**src/rtl/phase_readout_controller.sv**
```systemverilog
// phase_readout_controller: moves words from a non-FWFT FIFO to an SPI master, one word per frame.
// Exports the low byte of each sent word as phase_out, counts completed frames and flags a master that never starts.
module phase_readout_controller #(
    parameter int unsigned DATA_WIDTH    = 16,
    parameter int unsigned FIFO_LATENCY  = 2,
    parameter int unsigned GAP_CYCLES    = 4,
    parameter int unsigned START_TIMEOUT = 8
) (
    input  logic                  sys_clk,
    input  logic                  rst,
    input  logic                  enable,
    input  logic                  fifo_empty,
    output logic                  fifo_rd_en,
    input  logic [DATA_WIDTH-1:0] fifo_data,
    output logic                  spi_go,
    output logic [DATA_WIDTH-1:0] spi_data,
    input  logic                  spi_ss_n,
    output logic [7:0]            phase_out,
    output logic                  phase_out_valid,
    output logic [15:0]           frame_count,
    output logic                  timeout_err
);

    localparam int unsigned WAIT_W = $clog2(FIFO_LATENCY + 1);
    localparam int unsigned TMO_W  = $clog2(START_TIMEOUT + 1);

    localparam logic [WAIT_W-1:0] WAIT_LOAD = WAIT_W'((FIFO_LATENCY > 1) ? FIFO_LATENCY - 2 : 0);
    localparam logic [TMO_W-1:0]  TMO_LAST  = TMO_W'(START_TIMEOUT - 1);
    localparam logic [7:0]        GAP_LOAD  = 8'(GAP_CYCLES - 1);

    typedef enum logic [2:0] {
        IDLE,
        READ,
        WAIT,
        LOAD,
        BUSY,
        GAP
    } state_t;

    state_t            state;
    state_t            state_d;
    logic [WAIT_W-1:0] wait_cnt;
    logic [TMO_W-1:0]  busy_cnt;
    logic [7:0]        gap_cnt;
    logic              seen_low;
    logic              want_read;
    logic              frame_done;
    logic              tmo_hit;

    always_ff @(posedge sys_clk) begin
        if (rst) begin
            state <= IDLE;
        end else begin
            state <= state_d;
        end
    end

    // The last GAP cycle makes the IDLE decision itself, so a waiting word costs no extra IDLE cycle.
    always_comb begin
        state_d    = state;
        fifo_rd_en = 1'b0;
        spi_go     = 1'b0;
        frame_done = 1'b0;
        tmo_hit    = 1'b0;
        want_read  = enable && !fifo_empty && !timeout_err;

        unique case (state)
            IDLE: begin
                if (want_read) begin
                    state_d = READ;
                end
            end
            READ: begin
                fifo_rd_en = !rst;
                state_d    = (FIFO_LATENCY > 1) ? WAIT : LOAD;
            end
            WAIT: begin
                if (wait_cnt == '0) begin
                    state_d = LOAD;
                end
            end
            LOAD: begin
                state_d = BUSY;
            end
            BUSY: begin
                spi_go = !rst && !seen_low && (busy_cnt == '0);
                if (seen_low) begin
                    if (spi_ss_n) begin
                        frame_done = 1'b1;
                        state_d    = GAP;
                    end
                end else if (spi_ss_n && (busy_cnt == TMO_LAST)) begin
                    tmo_hit = 1'b1;
                    state_d = IDLE;
                end
            end
            GAP: begin
                if (gap_cnt == '0) begin
                    state_d = want_read ? READ : IDLE;
                end
            end
            default: begin
                state_d = IDLE;
            end
        endcase
    end

    // phase_out_valid is registered so that it pulses in the same cycle the new phase_out appears.
    always_ff @(posedge sys_clk) begin
        if (rst) begin
            wait_cnt        <= '0;
            busy_cnt        <= '0;
            gap_cnt         <= '0;
            seen_low        <= 1'b0;
            spi_data        <= '0;
            phase_out       <= '0;
            phase_out_valid <= 1'b0;
            frame_count     <= '0;
            timeout_err     <= 1'b0;
        end else begin
            phase_out_valid <= 1'b0;

            if (state == READ) begin
                wait_cnt <= WAIT_LOAD;
            end else if ((state == WAIT) && (wait_cnt != '0)) begin
                wait_cnt <= wait_cnt - 1'b1;
            end

            if (state == LOAD) begin
                spi_data        <= fifo_data;
                phase_out       <= fifo_data[7:0];
                phase_out_valid <= 1'b1;
                busy_cnt        <= '0;
                seen_low        <= 1'b0;
            end else if ((state == BUSY) && !seen_low) begin
                if (!spi_ss_n) begin
                    seen_low <= 1'b1;
                end
                if (busy_cnt != TMO_LAST) begin
                    busy_cnt <= busy_cnt + 1'b1;
                end
            end

            if (frame_done) begin
                frame_count <= frame_count + 16'd1;
                gap_cnt     <= GAP_LOAD;
            end else if ((state == GAP) && (gap_cnt != '0)) begin
                gap_cnt <= gap_cnt - 1'b1;
            end

            if (tmo_hit) begin
                timeout_err <= 1'b1;
            end
        end
    end

endmodule

```
**config.mk**
```make
export PLATFORM = sky130hd
export DESIGN_NAME = phase_readout_controller
export DESIGN_NICKNAME = d
export VERILOG_FILES = /design/src/rtl/phase_readout_controller.sv
export SDC_FILE = /design/constraint.sdc
export NUM_CORES = 1
export LEC_CHECK = 0
export ABC_AREA = 1
export ABC_CLOCK_PERIOD_IN_PS = 1700
export CORE_ASPECT_RATIO = 0.9
export CORE_MARGIN = 5
export CORE_UTILIZATION = 55
export DETAILED_ROUTE_END_ITERATION = 10
export DONT_BUFFER_PORTS = 1
export GPL_TIMING_DRIVEN = 0
export MAX_ROUTING_LAYER = met4
export PLACE_DENSITY_LB_ADDON = 0.08
export SLEW_MARGIN = 20
export SYNTH_ARGS = -nofsm -noshare
export SYNTH_HDL_FRONTEND = slang
export SYNTH_SLANG_ARGS = --single-unit
```
**constraint.sdc**
```tcl
create_clock -name sys_clk -period 1.7 [get_ports sys_clk]
set_clock_uncertainty 0.2 [all_clocks]
set_input_delay 0.085 -clock sys_clk [delete_from_list [all_inputs] [get_ports sys_clk]]
set_output_delay 0.085 -clock sys_clk [all_outputs]
set_load 0.01 [all_outputs]
```
==> out/results.txt <==
number of flops mapped to enable cells by yosys: 0
ANT cells: 0
vias in the first global route: 1,845
most frequent CP cell: nor2_1
largest net degree at the start of global routing: 17
Initial DRC Count: 104
Mapped Cells: 323
relative slew slack: 78.8%
share of cells above drive strength 1: 14.2%
crit path capture type: register
Cell variety after synth: 32
DR vias/cell: 4.97
crit path cell chain: inv_1 > ha_4 > inv_1 > nor3_4 > nand2_2 > nand2_4 > inv_2 > nor2_1 > nor2_1 > nor2_1
Hold Startpoint: rst
fin. max-slew vios: 0
Async SR Flop Fraction: 0%
CTS Sinks: 52
Max Clk Rate: 0.629 GHz
Mapped Nets: 349
fillcell total: 398
sequential area share after synthesis: 42.3%
Nets: 378
Synth area leaders: dfxtp_1 42%, nand2_1 10%, nor2_1 6.7%
crit path launch type: register
io pins: 65
first-pass GRT wire length: 8.21 mm
Max Cap Viol: 0
FF+latch count, synth: 52
grt ovf: 0
CTS tree: done
area delta synth->final: 18.4%
final WL: 5.14 mm
status: finished, final reports clean
commonest cells after routing, fill and taps aside: 67 x nand2_1, 50 x dfxtp_1, 43 x nor2_1
worst-skew pair later-pin latency: 0.30 ns
reg2reg end: gap_cnt[0]
clock tree buffer depth: 2
area leader, netlist: dfxtp_1
DRC: 0
CP peak stage delay: 0.36 ns
worst-case hold slack: 0.0256 ns
routed via count: 2,062
Worst R2R Path Depth: 10
yosys warns: 0
R2R setup slack: 0.11 ns
Critical Path AT: 1.58 ns
Routability Congestion: 0.886
full die area: 5920 um2
initial core utilization: 56.0%
hpwl dp: 3.54 mm
post-route minimum period: 1.59 ns
peak supply drop: 0.679 mV
multi-input logic area: 1190 um2
antenna-violating nets left: 0
pwr dens: 960 nW/um2
Clock Tree Root: clkbuf_8
Worst Max-Slew Pin Slew: 0.316 ns
register area: 1050 um2
worst-path fanout max: 8
die height: 73.5 um
worst hold path class: primary input to register
final hold violations: 0
core region area: 4400 um2
initial antenna violation count: 0
Post-Syn Area: 2460 um2
DR WL/cell: 12.4 um
die width: 80.5 um
fin crit share: 93.5%
Hold Path Cell Cnt: 3
commonest non-fill, non-tap cell in the layout: nand2_1
gr usage total: 18.1%
H-Tree Depth: 2
RR Startpoint: gap_cnt[1]
LEAKAGE: 1.26 nW
drt first pass iters: 4
CP Class: register to register
num rows: 23
CTS Buf Count: 5
clock-pin slew on the worst setup and hold paths: 0.09 ns
setup repair after global routing missed its margin: yes
Setup Viol. Count Final: 0
mean post-synth cell area: 7.63 um2
area share of the largest cell type after synthesis: 42.3%
Synth Flop Type: dfxtp_1
Slowest-stage cell, CP: dfxtp_1
Worst EP required: 1.69 ns
IO buf count: 0
setup TNS: 0 ns
Hold Path Sink: phase_out_valid
-- worst max path at each step --
stage,from,to,cells after the start
final,gap_cnt[1],gap_cnt[0],10
after CTS,gap_cnt[1],gap_cnt[0],10
after global routing,gap_cnt[0],gap_cnt[0],10
after floorplan,gap_cnt[0],state[0],9
after global placement,gap_cnt[0],state[2],9
after detailed placement,gap_cnt[0],state[2],9
-- sequential cells by signal, indices dropped and copies added, names as in the netlist --
signal,cells
timeout_err,1
busy_cnt,4
seen_low,1
spi_data,16
phase_out_valid,1
gap_cnt,8
frame_count,16
wait_cnt,2
state,3
-- cell type report --
class                      instances  area share, %
tap                               62           2.66
clock inverter                     3           1.46
buffer                            13           3.35
clock buffer                       5           2.36
timing repair buffer              22           7.38
sequential                        52           36.0
multi-input combinational        213           40.9
inverter                          45           5.96
-- what timing repair did --
| action | 4_1_cts | 5_1_grt |
|---|---|---|
| hold buffers | 20 | 0 |
| pin swaps | 4 | 4 |
| endpoints found under the setup margin | 12 | 15 |
| endpoints found under the hold margin | 26 | 0 |
| gates cloned | 0 | 0 |
| setup buffers | 2 | 0 |
| gates resized for setup | 6 | 7 |
-- Yosys cell counts (all sizes together), types with 2 or more instances --
cell type	n
nor2	50
ha	5
o21ai	10
nand4	2
o21a	2
nand3	20
nand2	70
a22o	16
xnor2	3
buf	13
dfxtp	52
inv	45
nor3	6
xor2	4
a21oi	21
-- logic make-up after synthesis --
| family | count (synthesis) | share of synthesized area, % |
|---|---|---|
| flip-flops | 52 | 42.3 |
| adder cells (fa/ha/maj) | 5 | 2.54 |
| AND/OR/NAND/NOR | 149 | 28.1 |
| buffers and inverters | 58 | 11.0 |
| XOR/XNOR | 7 | 2.49 |
| AO/OA/AOI/OAI | 52 | 13.6 |
-- worst max-delay path: cells and delay by family, from the launching register on --
| kind | cells | cell delay (ns) |
|---|---|---|
| simple gates | 6 | 0.45 |
| fa+ha+maj | 1 | 0.17 |
| buf+inv | 3 | 0.29 |
| flops | 1 | 0.36 |
-- through the flow --
step | setup WS (ns) | instances | instance area [um2] | utilization (%) | power (mW)
after floorplan | 0.115 | 323 | 2460 | - | 1.85
after global placement | -0.0432 | 385 | 2540 | 57.7 | 1.94
after detailed placement | -0.0688 | 385 | 2540 | 57.7 | 1.94
after CTS | 0.0490 | 415 | 2890 | 65.5 | 2.82
after global routing | -0.00817 | 415 | 2920 | 66.2 | 2.97
final | 0.110 | 415 | 2920 | 66.2 | 2.80
-- power by group --
group / leakage [nW] / switching (mW) / internal (mW) / total [mW]
sequential: 0.421 / 0.105 / 1.29 / 1.40
clock: 0.0541 / 0.401 / 0.436 / 0.837
combinational: 0.785 / 0.339 / 0.227 / 0.566
-- per-layer routing --
metal	wire length, um	global-route usage [%]
met2	2380	26.8
met4	60	5.07
met3	338	5.51
met1	2350	24.0
met5	0	-
(Power assumes the default switching activity.)
